## src/rtl/bus_timer_pkg.sv

```systemverilog
// Shared definitions for the bus timer: register offsets, CTRL bit layout,
// counting modes and the FSM state encoding.
package bus_timer_pkg;

  localparam int DATA_W = 32;
  localparam int CTRL_W = 4;

  localparam logic [1:0] OFF_CTRL   = 2'd0;
  localparam logic [1:0] OFF_PRESET = 2'd1;
  localparam logic [1:0] OFF_COUNT  = 2'd2;

  localparam int EN_BIT   = 0;
  localparam int MODE_LSB = 1;
  localparam int IM_BIT   = 3;

  localparam logic [1:0] MODE_ONESHOT = 2'd0;
  localparam logic [1:0] MODE_RELOAD  = 2'd1;

  typedef enum logic [1:0] {
    IDLE = 2'd0,
    LOAD = 2'd1,
    CNT  = 2'd2,
    INT  = 2'd3
  } state_e;

endpackage

```

## src/rtl/bus_timer_if.sv

```systemverilog
// CPU data-bus view of the timer: address/write side from the CPU,
// read data and interrupt back to it.
interface bus_timer_if;
  logic [31:0] addr;
  logic [31:0] wdata;
  logic [3:0]  byteen;
  logic [31:0] rdata;
  logic        irq;

  modport master (output addr, output wdata, output byteen, input rdata, input irq);
  modport slave  (input addr, input wdata, input byteen, output rdata, output irq);
endinterface

```

## src/rtl/bus_timer_byte_merge.sv

```systemverilog
// Merges a write word into an existing register value, one byte lane per
// byteen bit.
module bus_timer_byte_merge (
  input  logic [31:0] old_word,
  input  logic [31:0] wdata,
  input  logic [3:0]  byteen,
  output logic [31:0] merged
);

  always_comb begin
    merged = old_word;
    for (int i = 0; i < 4; i++) begin
      if (byteen[i]) merged[8*i +: 8] = wdata[8*i +: 8];
    end
  end

endmodule

```

## src/rtl/bus_timer.sv

```systemverilog
// Memory-mapped 32-bit down-counter with one-shot / auto-reload modes and a
// registered interrupt output.
module bus_timer
  import bus_timer_pkg::*;
#(
  parameter logic [31:0] BASE_ADDR = 32'h0000_7F00
) (
  input  logic        clk,
  input  logic        reset,
  bus_timer_if.slave  bus
);

  logic [CTRL_W-1:0] ctrl_q, ctrl_d;
  logic [DATA_W-1:0] preset_q, preset_d;
  logic [DATA_W-1:0] count_q, count_d;
  state_e            state_q, state_d;
  logic              irq_flag_q, irq_flag_d;
  logic              irq_q, irq_d;

  logic [1:0]        off;
  logic              hit, wr_ctrl, wr_preset;
  logic [DATA_W-1:0] old_word, merged, rdata;
  logic [1:0]        mode;
  logic              en, enter_int, fsm_en_clr;
  logic              addr_unused;

  assign off         = bus.addr[3:2];
  assign addr_unused = ^bus.addr[1:0];
  assign hit         = (bus.addr[31:4] == BASE_ADDR[31:4]) && (off != 2'd3);
  assign wr_ctrl     = hit && (|bus.byteen) && (off == OFF_CTRL);
  assign wr_preset   = hit && (|bus.byteen) && (off == OFF_PRESET);

  // CTRL and PRESET never receive a write in the same cycle, so one merger serves both.
  assign old_word = (off == OFF_CTRL) ? {{(DATA_W-CTRL_W){1'b0}}, ctrl_q} : preset_q;

  bus_timer_byte_merge u_byte_merge (
    .old_word (old_word),
    .wdata    (bus.wdata),
    .byteen   (bus.byteen),
    .merged   (merged)
  );

  always_comb begin
    rdata = '0;
    if (hit) begin
      case (off)
        OFF_CTRL:   rdata = {{(DATA_W-CTRL_W){1'b0}}, ctrl_q};
        OFF_PRESET: rdata = preset_q;
        OFF_COUNT:  rdata = count_q;
        default:    rdata = '0;
      endcase
    end
  end

  assign bus.rdata = rdata;
  assign bus.irq   = irq_q;

  assign mode = ctrl_q[MODE_LSB +: 2];
  assign en   = ctrl_q[EN_BIT];

  always_comb begin
    state_d    = state_q;
    count_d    = count_q;
    ctrl_d     = ctrl_q;
    preset_d   = preset_q;
    irq_flag_d = irq_flag_q;
    enter_int  = 1'b0;
    fsm_en_clr = 1'b0;

    case (state_q)
      IDLE: if (en) state_d = LOAD;
      LOAD: begin
        count_d = preset_q;
        state_d = CNT;
      end
      CNT: begin
        if (!en) begin
          state_d = IDLE;
        end else if (count_q == '0) begin
          state_d   = INT;
          enter_int = 1'b1;
        end else begin
          count_d = count_q - 1'b1;
        end
      end
      INT: begin
        if (mode == MODE_RELOAD) begin
          state_d = LOAD;
        end else begin
          state_d    = IDLE;
          fsm_en_clr = 1'b1;
        end
      end
      default: state_d = IDLE;
    endcase

    // Bus writes are applied after the FSM's EN clear so software wins a collision.
    if (fsm_en_clr) ctrl_d[EN_BIT] = 1'b0;
    if (wr_ctrl)    ctrl_d = merged[CTRL_W-1:0];
    if (wr_preset)  preset_d = merged;

    // Priority low to high: reload pulse clear, CTRL-write clear, INT entry set.
    if (irq_flag_q && (mode == MODE_RELOAD)) irq_flag_d = 1'b0;
    if (wr_ctrl)                             irq_flag_d = 1'b0;
    if (enter_int)                           irq_flag_d = 1'b1;

    irq_d = irq_flag_d & ctrl_d[IM_BIT];
  end

  always_ff @(posedge clk or negedge reset) begin
    if (!reset) begin
      state_q    <= IDLE;
      ctrl_q     <= '0;
      preset_q   <= '0;
      count_q    <= '0;
      irq_flag_q <= 1'b0;
      irq_q      <= 1'b0;
    end else begin
      state_q    <= state_d;
      ctrl_q     <= ctrl_d;
      preset_q   <= preset_d;
      count_q    <= count_d;
      irq_flag_q <= irq_flag_d;
      irq_q      <= irq_d;
    end
  end

endmodule

```

## src/flat_wrapper.sv

```systemverilog
// flat-port wrapper written by rule: the top's interface ports become plain ports
module bus_timer_flat import bus_timer_pkg::*;
#(
  parameter logic [31:0] BASE_ADDR = 32'h0000_7F00
)
  (clk, reset, bus_addr, bus_wdata, bus_byteen, bus_rdata, bus_irq);
  bus_timer_if bus_i ();
  input  logic clk;
  input  logic reset;
  input wire logic [$bits(bus_i.addr)-1:0] bus_addr;
  input wire logic [$bits(bus_i.wdata)-1:0] bus_wdata;
  input wire logic [$bits(bus_i.byteen)-1:0] bus_byteen;
  output wire logic [$bits(bus_i.rdata)-1:0] bus_rdata;
  output wire logic [$bits(bus_i.irq)-1:0] bus_irq;
  assign bus_i.addr = bus_addr;
  assign bus_i.wdata = bus_wdata;
  assign bus_i.byteen = bus_byteen;
  assign bus_rdata = bus_i.rdata;
  assign bus_irq = bus_i.irq;
  bus_timer #(.BASE_ADDR(BASE_ADDR)) u_core (.clk(clk), .reset(reset), .bus(bus_i));
endmodule
```

## config.mk

```make
export PLATFORM = sky130hd
export DESIGN_NAME = bus_timer_flat
export DESIGN_NICKNAME = d
export VERILOG_FILES = /design/src/rtl/bus_timer_pkg.sv /design/src/rtl/bus_timer_if.sv /design/src/rtl/bus_timer_byte_merge.sv /design/src/rtl/bus_timer.sv /design/src/flat_wrapper.sv
export SDC_FILE = /design/constraint.sdc
export NUM_CORES = 1
export LEC_CHECK = 0
export ABC_AREA = 1
export ABC_CLOCK_PERIOD_IN_PS = 4400
export CAP_MARGIN = 25
export CELL_PAD_IN_SITES_DETAIL_PLACEMENT = 1
export CELL_PAD_IN_SITES_GLOBAL_PLACEMENT = 1
export CORE_MARGIN = 2
export CORE_UTILIZATION = 35
export DETAILED_ROUTE_END_ITERATION = 16
export GPL_ROUTABILITY_DRIVEN = 0
export PLACE_DENSITY_LB_ADDON = 0.1
export SLEW_MARGIN = 20
export SYNTH_ARGS = -nofsm -noshare
export SYNTH_HDL_FRONTEND = slang
export SYNTH_SLANG_ARGS = --single-unit
```

## constraint.sdc

```tcl
create_clock -name clk -period 4.4 [get_ports clk]
set_clock_uncertainty 0.15 [all_clocks]
set_input_delay 0.66 -clock clk [delete_from_list [all_inputs] [get_ports clk]]
set_output_delay 0.66 -clock clk [all_outputs]
set_load 0.02 [all_outputs]
```

Word-level counts from Yosys, hierarchy flattened
Cells that the tools add are included.

storage, ports and cells
  ROM bits = 0
  bits in registers = 72
  input bits = 70
  bits in writable memories = 0
  logic and storage cells = 72
  output and inout port bits = 33
  latch bits = 0
  memories kept = 0

cells by class
  reductions and logical operators = 21
  equality and inequality tests = 12
  multiplexer cells = 25
  div/mod/pow operators = 0
  bitwise gates (word level) = 1
  add/subtract/negate cells = 1
  shift-type cells = 0
  multiply operators = 0
  $lt $le $gt $ge = 0

operators by type and width
  cell                                                    count
  2-to-1 mux 32 bit                                       4
  one-hot mux 32 bit (3 select lines)                     1
  one-hot mux 32 bit (2 select lines)                     1
  logical NOT 32 bit                                      1
  2-to-1 mux 8 bit                                        4
  subtractor 32 x 1 -> 32 bit (second input constant)     1
  equality test 28 x 11 -> 1 bit (second input constant)  1
  nonzero test 2 bit                                      6
  2-to-1 mux 1 bit                                        10
  AND reduction 2 bit                                     5
  one-hot mux 2 bit (4 select lines)                      1
  equality test 2 x 1 -> 1 bit (second input constant)    3
  equality test 2 bit (second input constant)             3
  2-to-1 mux 2 bit                                        3
  logical AND 1 bit                                       5
  logical NOT 2 bit                                       2
  2-to-1 mux 4 bit                                        1
  inequality test 2 x 1 -> 1 bit (second input constant)  2
  inequality test 2 bit (second input constant)           2
  OR reduction 4 bit                                      1
  inequality test 3 bit (second input constant)           1
  AND reduction 3 bit                                     1
  bitwise AND 1 bit                                       1

Logic depth before layout (Yosys ltp)
Gate-level depths: netlist (run 1).

  depth after elaboration = 7
  depth in mapped cells = 12
  gate-level depth less buffers = 12

By module
Synthesis (run 1) repeated with hierarchy kept, for this count alone.

second synthesis, totals
  cells, all modules = 935
  area, all modules = 5582.9 um2

modules (own cells, without submodules)
  module                seq. area each (um2)  cells an instance  area an instance (um2)  times used
  bus_timer             1801.7                831                5162.5                  1
  bus_timer_byte_merge  0.0                   104                420.4                   1

Worst setup path before layout (run 1)
No wires, ideal clock.

  path type = input to output
  start = in bus_addr[14]
  end = out bus_rdata[2]
  path slack = 1806 ps
  required time = 3590 ps
  buffers on the path = 1
  stages = 9
  arrival time = 1784 ps
  cells stage by stage = inv_1 -> nor2_1 -> nand2_1 -> nor2_1 -> nand2_1 -> nor2_4 -> inv_1 -> clkbuf_1 -> a31oi_1

on the way
  cells in the longest elaborated chain, start to end = 3

ends and longest elaborated chain
  element                         RTL line            RTL
  start: declaration              flat_wrapper.sv:10  input wire logic [$bits(bus_i.addr)-1:0] bus_addr;
  equality test 28 x 11 -> 1 bit  bus_timer.sv:29     assign hit = (bus.addr[31:4] == BASE_ADDR[31:4]) && (off != 2'd3);
  logical AND 1 bit               bus_timer.sv:29
  2-to-1 mux 32 bit               bus_timer.sv:45     if (hit) begin
  end: declaration                flat_wrapper.sv:13  output wire logic [$bits(bus_i.rdata)-1:0] bus_rdata;

No other way between the ends.

Worst setup path in the final report (run 1)
  start = in bus_addr[3]
  end = out bus_rdata[15]

on the way
  cells in the longest elaborated chain, start to end = 3
  elaborated cells on any way between the ends = 7
  classes of those cells = eq/ne: 3; mux: 2; reduce/logical: 2

ends and longest elaborated chain
  element                                                                   RTL line                          RTL
  equality test 2 bit (tied with other cells)                               bus_timer.sv:46                   case (off)
  one-hot mux 32 bit (3 select lines) or logical AND 1 bit (tied branches)  bus_timer.sv:46, bus_timer.sv:29
  2-to-1 mux 32 bit (*)                                                     bus_timer.sv:45

Every way passes the cells marked *; elsewhere a longest branch is shown, timed or not.

==> impl.org, run 1 <==
** CTS
- Maximum level of the CTS H-tree :: 3
- The number of gates resized after CTS was 0.
- Clock sink count :: 72
- Number of buffers created by CTS :: 9
- Clock-pin slew was measured on the worst setup and hold paths at 0.06 ns.
- Post-CTS Setup Repair Bufs :: 0
- TritonCTS built the clock tree.
- Total of hold buffers inserted after clock tree synthesis :: 0
- Clock latency on the worst-skew pair, taken at its later pin, is 0.35 ns.
- Root buffer cell :: clkbuf_16
- The longest clock path from root to sink contains 2 buffers.

** Timing
- The final-report max-slew violation count was 0.
- Final Hold Viols :: 0
- Timing would allow up to 264 MHz.
- Post-route minimum period :: 3.79 ns
- Actual slew at the worst max-slew pin :: 0.653 ns
- Dividing the final minimum period by the clock period gives 0.860.
- Slew margin rel. :: 0.565
- Final setup margin :: 0.615 ns
- Setup repair after global routing missed its margin :: no
- After routing, the total negative slack on setup checks comes to 0 ns.
- Setup violations remaining at the end of the flow were counted as 0.

** Global routing
- First-pass GRT wire length :: 29.1 mm
- The initial antenna violation count was 0.
- Global router's overall resource usage :: 0.246
- Entering global routing, the biggest net connects 38 pins.
- The number of global-route vias before repair is 5734.
- The total overflow left after global routing is 0.

** Synth
- Synthesis handed over a netlist of 792 instances.
- Synthesis-stage register bit count :: 72
- Leading post-synthesis cells by cell area :: dfrtp_1 36%, nand2_1 27%, nor2_1 8.1%
- Ranked by instance count, the synthesized netlist is headed by 361 x nand2_1, 108 x nor2_1, 72 x dfrtp_1.
- Of all flip-flops after synthesis, the portion carrying an async set or reset was 1.00.
- Count of different cell masters after synthesis :: 35
- Yosys warns :: 0
- By instance count, the leading cell after synthesis is nand2_1.
- Proportion of synthesized chip area in sequential cells :: 0.360
- Yosys mapped a number of flops with a built-in enable equal to 0.
- dfrtp_1 takes more of the synthesized area than any other cell.
- The share of synthesized area in the top cell type comes to 0.360.
- Total nets after synthesis :: 867
- Most used DFF post-synth :: dfrtp_1
- Synthesized cell area :: 5010 um^2
- Post-Synthesis Mean Instance Area :: 6.32 um^2

** Critical path
- Kind of launch point of the worst setup path :: input pin
- Data arrives at the worst endpoint at 2.98 ns.
- Largest fanout of any net on the critical path :: 19
- On the worst path, the slowest cell contributes a delay of 0.65 ns.
- Critical-path cell list :: clkdlybuf4s50_1 -> nand2_1 -> nor3b_2 -> nand2_1 -> nor2_4 -> inv_1 -> buf_4 -> a21oi_1 -> clkdlybuf4s50_1
- On the critical path, the stage with the largest delay is an instance of clkdlybuf4s50_1.
- At the worst endpoint, the required time is 3.59 ns.
- Critical path type :: input pin to primary output
- STA classifies the critical path endpoint as a primary output.

** Floorplan
- The initial utilization of the core area, before any placement, comes to 0.359.
- From bottom edge to top edge, the die measures 124 um.
- For this design the top-level I/O count stands at 103.
- Full die area :: 15300 um^2
- DIE WIDTH :: 124 um
- In this run the standard cell core region covers 13900 um^2.
- The floorplan has 43 rows.

** Pwr
- Of the total power, the share spent switching nets is 0.229.
- The share of total power dissipated in sequential elements is 0.398.
- P_sw :: 381 uW
- IR Drop Worst-Case VDD :: 0.172 mV
- Lkg Pwr :: 3.16 nW
- Of the total power, the clock network draws 0.529.
- Dividing total power by cell area gives a power density of 254 nW/um^2.
- The internal portion of the total power is 1.28 mW.
- Part of the power in combinational logic :: 0.073

** Detailed routing
- First-pass detailed-route iteration total :: 4
- Count of antenna-violating nets left after detailed routing :: 0
- Using the TritonRoute via totals, the vias-per-cell ratio works out to 5.10.
- DRC Markers :: 0
- First DRT Iteration DRCs :: 266
- WL final :: 17.8 mm
- Routed wire length per instance :: 16.5 um
- Via total after detailed routing :: 5484

** Finish
- Area growth from synthesis to layout :: 30.7%
- For this run, the post-layout net count is 965.
- Fill cells in the final layout number 1856.
- 0 antenna diodes ended up in the layout.
- Of the cells placed in the final design, the portion with a size suffix greater than 1 is 0.0749.
- Cell area after layout :: 6540 um^2

** Outcome
- Outcome :: complete, no violations

** Placed design
- At the placement stage, the worst setup path has a slack of 0.614 ns.
- Once detailed placement completed, the half-perimeter wirelength came to 13.5 mm.
- The count of buffers added on input and output ports is 100.
- Area post-placement :: 6170 um^2

** Hold path
- The worst hold path belongs to the class input pin to asynchronous set/reset pin.

** Job
- The tool flagged a number of max-cap violations equal to 0.
## routing by layer
layer | GRT usage | wire length [um]
met5 | 0 | 0
met4 | 0.0547 | 220
met3 | 0.0375 | 616
met2 | 0.431 | 8700
met1 | 0.320 | 8230
## power by group through the flow
stage / combinational (mW) / sequential (mW) / clock [mW]
finish: 0.121 / 0.662 / 0.881
global route: 0.132 / 0.662 / 0.919
CTS: 0.123 / 0.662 / 0.889
detailed placement: 0.122 / 0.675 / 0
global placement: 0.119 / 0.675 / 0
floorplan: 0.0306 / 0.675 / 0
## per-stage QoR
stage	instances	hold slack [ns]	total power, mW	util
2_1_floorplan	792	0.214	0.705	-
3_3_place_gp	1058	0.335	0.793	0.443
3_5_place_dp	1058	0.342	0.797	0.443
4_1_cts	1074	0.196	1.67	0.468
5_1_grt	1075	0.223	1.71	0.470
6_report	1075	0.185	1.66	0.470
## worst paths after layout
check                                          from                   to  slack, ns  depth (start not counted)
worst max-delay path                    bus_addr[3]        bus_rdata[15]       0.61                          9
worst min-delay path                          reset    u_core.count_q[7]       0.19                          1
worst max register to register    u_core.count_q[0]   u_core.count_q[21]       1.71                         11
worst min register to register  u_core.preset_q[15]  u_core.preset_q[15]       0.35                          2
max in group asynchronous                     reset  u_core.preset_q[21]       3.04                          2
min in group clk                u_core.preset_q[15]  u_core.preset_q[15]       0.35                          2
## sequential cells by signal, indices dropped and copies added, names as in the netlist
name               flops
u_core.count_q        32
u_core.preset_q       32
u_core.irq_flag_q      1
u_core.state_q         2
u_core.bus.irq         1
u_core.ctrl_q          4
## layout by cell type (no fill, tap or decap), drive strengths merged, types with 2 or more instances in the layout
master           n
nand2          369
nor2           117
clkdlybuf4s50   99
dfrtp           72
inv             52
nand3           47
o21ai           42
a21oi           31
clkbuf          10
buf             10
nand4            8
o21bai           7
ha               5
a31oi            4
nand3b           3
or2              3
bufinv           3
xor2             2
o31ai            2
clkinv           2
## worst max-delay path, delay by kind of cell
family	cells	cell delay, ns
AO/OA/AOI/OAI	1	0.24
buffers and inverters	4	1.49
AND/OR/NAND/NOR	4	0.58
## area by class of cell
| cell class | instances | area [um^2] | share of cell area |
|---|---|---|---|
| Clock buffer | 10 | 229 | 0.0350 |
| Tap cell | 180 | 225 | 0.0344 |
| Multi-Input combinational cell | 647 | 2890 | 0.442 |
| Inverter | 51 | 194 | 0.0296 |
| Timing Repair Buffer | 109 | 1080 | 0.166 |
| Clock inverter | 6 | 116 | 0.0178 |
| Sequential cell | 72 | 1800 | 0.275 |
## cells by family (layout without fill, tap and decap cells)
group,Yosys count,count (layout),synth area share
AOI/OAI and AO/OA,88,88,0.103
and+or+nand+nor,550,550,0.454
DFF,72,72,0.360
buffers and inverters,73,176,0.0630
xor gates and xnor gates,3,3,0.00525
adders and majority gates,5,5,0.0125
muxes,1,1,0.00200
Power figures use the tool's default switching activity.
==> run 2: changes to the inputs <==
Settings changed: CTS_CLUSTER_DIAMETER from default to 30.
==> results of run 2 <==
Same layout as run 1: the final DEF is identical, and so are final timing and power.
==> run 3: changes to the inputs <==
Settings changed: DONT_BUFFER_PORTS from default to 1.
==> run 3 against run 2 <==
  * Non-clock buffer count down 103
  * Cell area down 16%
  * Combinational power down 54%
  * Core utilization down 7.6 points
  * Total power down 10%
  * Largest power group unchanged
  * Sequential power about the same
  * Sequential share of layout area up 5.3 points
  * Global-route usage down 0.95 points
  * Via count down 7.5%
  * Clock power down 12%
  * Hold slack worse by 0.13 ns
==> impl.org, run 3 (synthesized netlist as in run 1, its figures left out) <==
** Timing
- Period utilisation layout :: 0.698 (was 0.860)
- Setup repair after global routing missed its margin :: no (unchanged)
- Final Hold Viols :: 0 (unchanged)
- Post-route minimum period :: 3.07 ns (was 3.79 ns)
- Final setup margin :: 1.33 ns (was 0.615 ns)
- Finish-stage setup viols :: 0 (unchanged)
- Actual slew at the worst max-slew pin :: 0.826 ns (was 0.653 ns)
- The maximum clock rate was 326 MHz (was 264 MHz).
- The worst relative slew slack is 0.448 (was 0.565).
- The final-report max-slew violation count is 0 (unchanged).
- Setup TNS Final :: 0 ns (unchanged)

** Pwr
- The combinational share of power is 0.037 (was 0.073).
- The total power draw is 1.49 mW (was 1.66 mW).
- The switching fraction of total power is 0.250 (was 0.229).
- Sequential share of power :: 0.444 (was 0.398)
- The portion of total power attributed to the clock network came to 0.519 (was 0.529).
- Lkg Pwr :: 2.75 nW (was 3.16 nW)
- Cell Pwr Density :: 272 nW/um^2 (was 254 nW/um^2)
- The power dissipated by switching net loads was 372 uW (was 381 uW).
- IR Drop Worst-Case VDD :: 0.172 mV (about the same)
- P_int :: 1.12 mW (was 1.28 mW)

** Finish
- Utilization after layout :: 0.394 (was 0.470)
- Final net count :: 862 (was 965)
- The non-filler instance count after layout is 972 (was 1075).
- Most common cell after layout, fill and taps aside :: nand2_1 (unchanged)
- Diode insertion count for antenna repair :: 0 (unchanged)
- Largest registers :: u_core.count_q x32, u_core.preset_q x32, u_core.ctrl_q x4 (unchanged)
- Commonest cells after routing, fill and taps aside :: 361 x nand2_1, 107 x nor2_1, 72 x dfrtp_1 (was 361 x nand2_1, 107 x nor2_1, 99 x clkdlybuf4s50_1)
- Fraction of final layout cells with drive strength greater than 1 :: 0.0808 (was 0.0749)
- The count of filler cells inserted in the layout is 1841 (was 1856).
- The area used by sequential logic in the layout was 1800 um^2 (unchanged).
- The layout overhead on the synthesized area was 9.64% (was 30.7%).
- The multi-input logic area is 2890 um^2 (unchanged).

** Floorplan
- Vertical extent of the die :: 124 um (unchanged)
- Effective utilization at floorplan :: 0.359 (unchanged)
- The number of top-level pins came to 103 (unchanged).
- The number of standard-cell rows in the floorplan came to 43 (unchanged).
- The width of the die was 124 um (unchanged).
- The area of the placeable core was 13900 um^2 (unchanged).
- The area of the die is 15300 um^2 (unchanged).

** CTS
- Later-pin clock latency in the skew report :: 0.35 ns (about the same)
- Number of buffers created by CTS :: 9 (unchanged)
- Root buffer cell :: clkbuf_16 (unchanged)
- The clock-pin slew of the registers on the worst-case setup and hold paths came to 0.07 ns (was 0.06 ns).
- The TritonCTS clock tree is done (unchanged).
- Clock sink count :: 72 (unchanged)
- The post-CTS setup buffer count is 0 (unchanged).
- Maximum level of the CTS H-tree :: 3 (unchanged)
- Clock tree buffer depth :: 2 (unchanged)

** Critical path
- Largest fanout of any net on the critical path :: 23 (was 19)
- Arrival @ worst endpoint :: 2.26 ns (was 2.98 ns)
- Critical path type :: input pin to primary output (unchanged)
- The number of cells traversed by the worst register-to-register path was 11 (unchanged).
- Kind of launch point of the worst setup path :: input pin (unchanged)
- The critical path endpoint category is a primary output (unchanged).
- Required @ worst endpoint :: 3.59 ns (about the same)

** Detailed routing
- The total number of vias was 5075 (was 5484).
- The number of search-and-repair iterations in the first detailed-routing pass came to 4 (unchanged).
- First DRT Iteration DRCs :: 266 (unchanged)
- The detailed-route DRC error count came to 0 (unchanged).
- Highest metal layer with signal wires :: met4 (unchanged)
- Routed wire length per instance :: 17.2 um (was 16.5 um)
- Detailed-route vias per instance :: 5.22 (was 5.10)
- The routed wire length on met2 was 7.77 mm (was 8.70 mm).
- WL final :: 16.7 mm (was 17.8 mm)
- Count of antenna-violating nets left after detailed routing :: 0 (unchanged)
- Metal1 wirelength :: 7.76 mm (was 8.23 mm)
- Routed wire length on met3 :: 839 um (was 616 um)

** Placed design
- The setup slack after placement came to 1.27 ns (was 0.614 ns).
- Buffers added on ports :: 0 (was 100)
- The post-placement cell count is 955 (was 1058).
- The post-detailed-placement half-perimeter wirelength was 12.4 mm (was 13.5 mm).

** Hold path
- The type of the tightest min-delay check is input pin to asynchronous set/reset pin (unchanged).

** Global routing
- Number of antenna violations at the first check in global routing :: 0 (unchanged)
- The wire length of the first global-routing pass came to 27.6 mm (was 29.1 mm).
- The global-route total usage across every layer was 0.237 (was 0.246).
- Pin count of the biggest net entering global routing :: 73 (was 38)
- Via count of the first global-routing pass :: 5279 (was 5734)
- Grt ovf :: 0 (unchanged)

** Outcome
- Outcome: complete, no violations (unchanged).

** Job
- Max-cap violation count :: 0 (unchanged)
run 3: cell count changes in the layout (fill, tap and decap cells not counted), sizes merged, moves of 2 or more:
cell | previous run | this run
clkdlybuf4s50 | 99 | 0
buf | 10 | 6
clkinvlp | 0 | 3
bufinv | 3 | 1
run 3: area by class of cell:
type                       instances  area share
multi-input combinational        647       0.527
sequential                        72       0.328
clock buffer                       9      0.0410
tap                              180      0.0410
inverter                          51      0.0353
clock inverter                     7      0.0144
timing repair buffer               6      0.0132
run 3: path summary, 6_finish.rpt:
kind | start | end | slack [ns]
setup / recovery | bus_addr[21] | bus_rdata[6] | 1.33
hold / removal | reset | u_core.count_q[14] | 0.06
setup reg to reg | u_core.count_q[0] | u_core.count_q[0] | 1.68
hold reg to reg | u_core.preset_q[13] | u_core.preset_q[13] | 0.36
max in group asynchronous | reset | u_core.state_q[0] | 3.75
min in group clk | bus_wdata[21] | u_core.preset_q[21] | 0.27
run 3: timing repair:
item,CTS,global route
resized for setup,0,0
hold endpoints to repair,72,0
hold buffers,1,0
run 3: per-stage QoR:
step | cell area [um^2] | hold WS, ns
4_1_cts | 5490 | 0.0692
2_1_floorplan | 5010 | 0.214
3_5_place_dp | 5160 | 0.217
6_report | 5490 | 0.0580
3_3_place_gp | 5140 | 0.218
5_1_grt | 5490 | 0.0848
run 3: worst max-delay path, cell delays in order:
cell and delay [ns]:
nor2_1 0.08, nand2_1 0.06, nor2_1 0.11, nand2_1 0.10, nor2_4 0.15, inv_1 0.36, buf_4 0.34, a21oi_1 0.40
run 3: power by group through the flow:
| stage | Clock [mW] | Sequential [mW] | Combinational [mW] |
|---|---|---|---|
| floorplan | 0 | 0.675 | 0.0306 |
| global placement | 0 | 0.675 | 0.0385 |
| detailed placement | 0 | 0.675 | 0.0395 |
| CTS | 0.787 | 0.662 | 0.0571 |
| global route | 0.819 | 0.662 | 0.0632 |
| finish | 0.774 | 0.662 | 0.0551 |
run 3: metal layers:
metal / global-route usage / vias up
met2: 0.381 / 86
met5: 0 / -
met1: 0.312 / 2483
li1: - / 2480
met3: 0.0549 / 26
met4: 0.0817 / 0
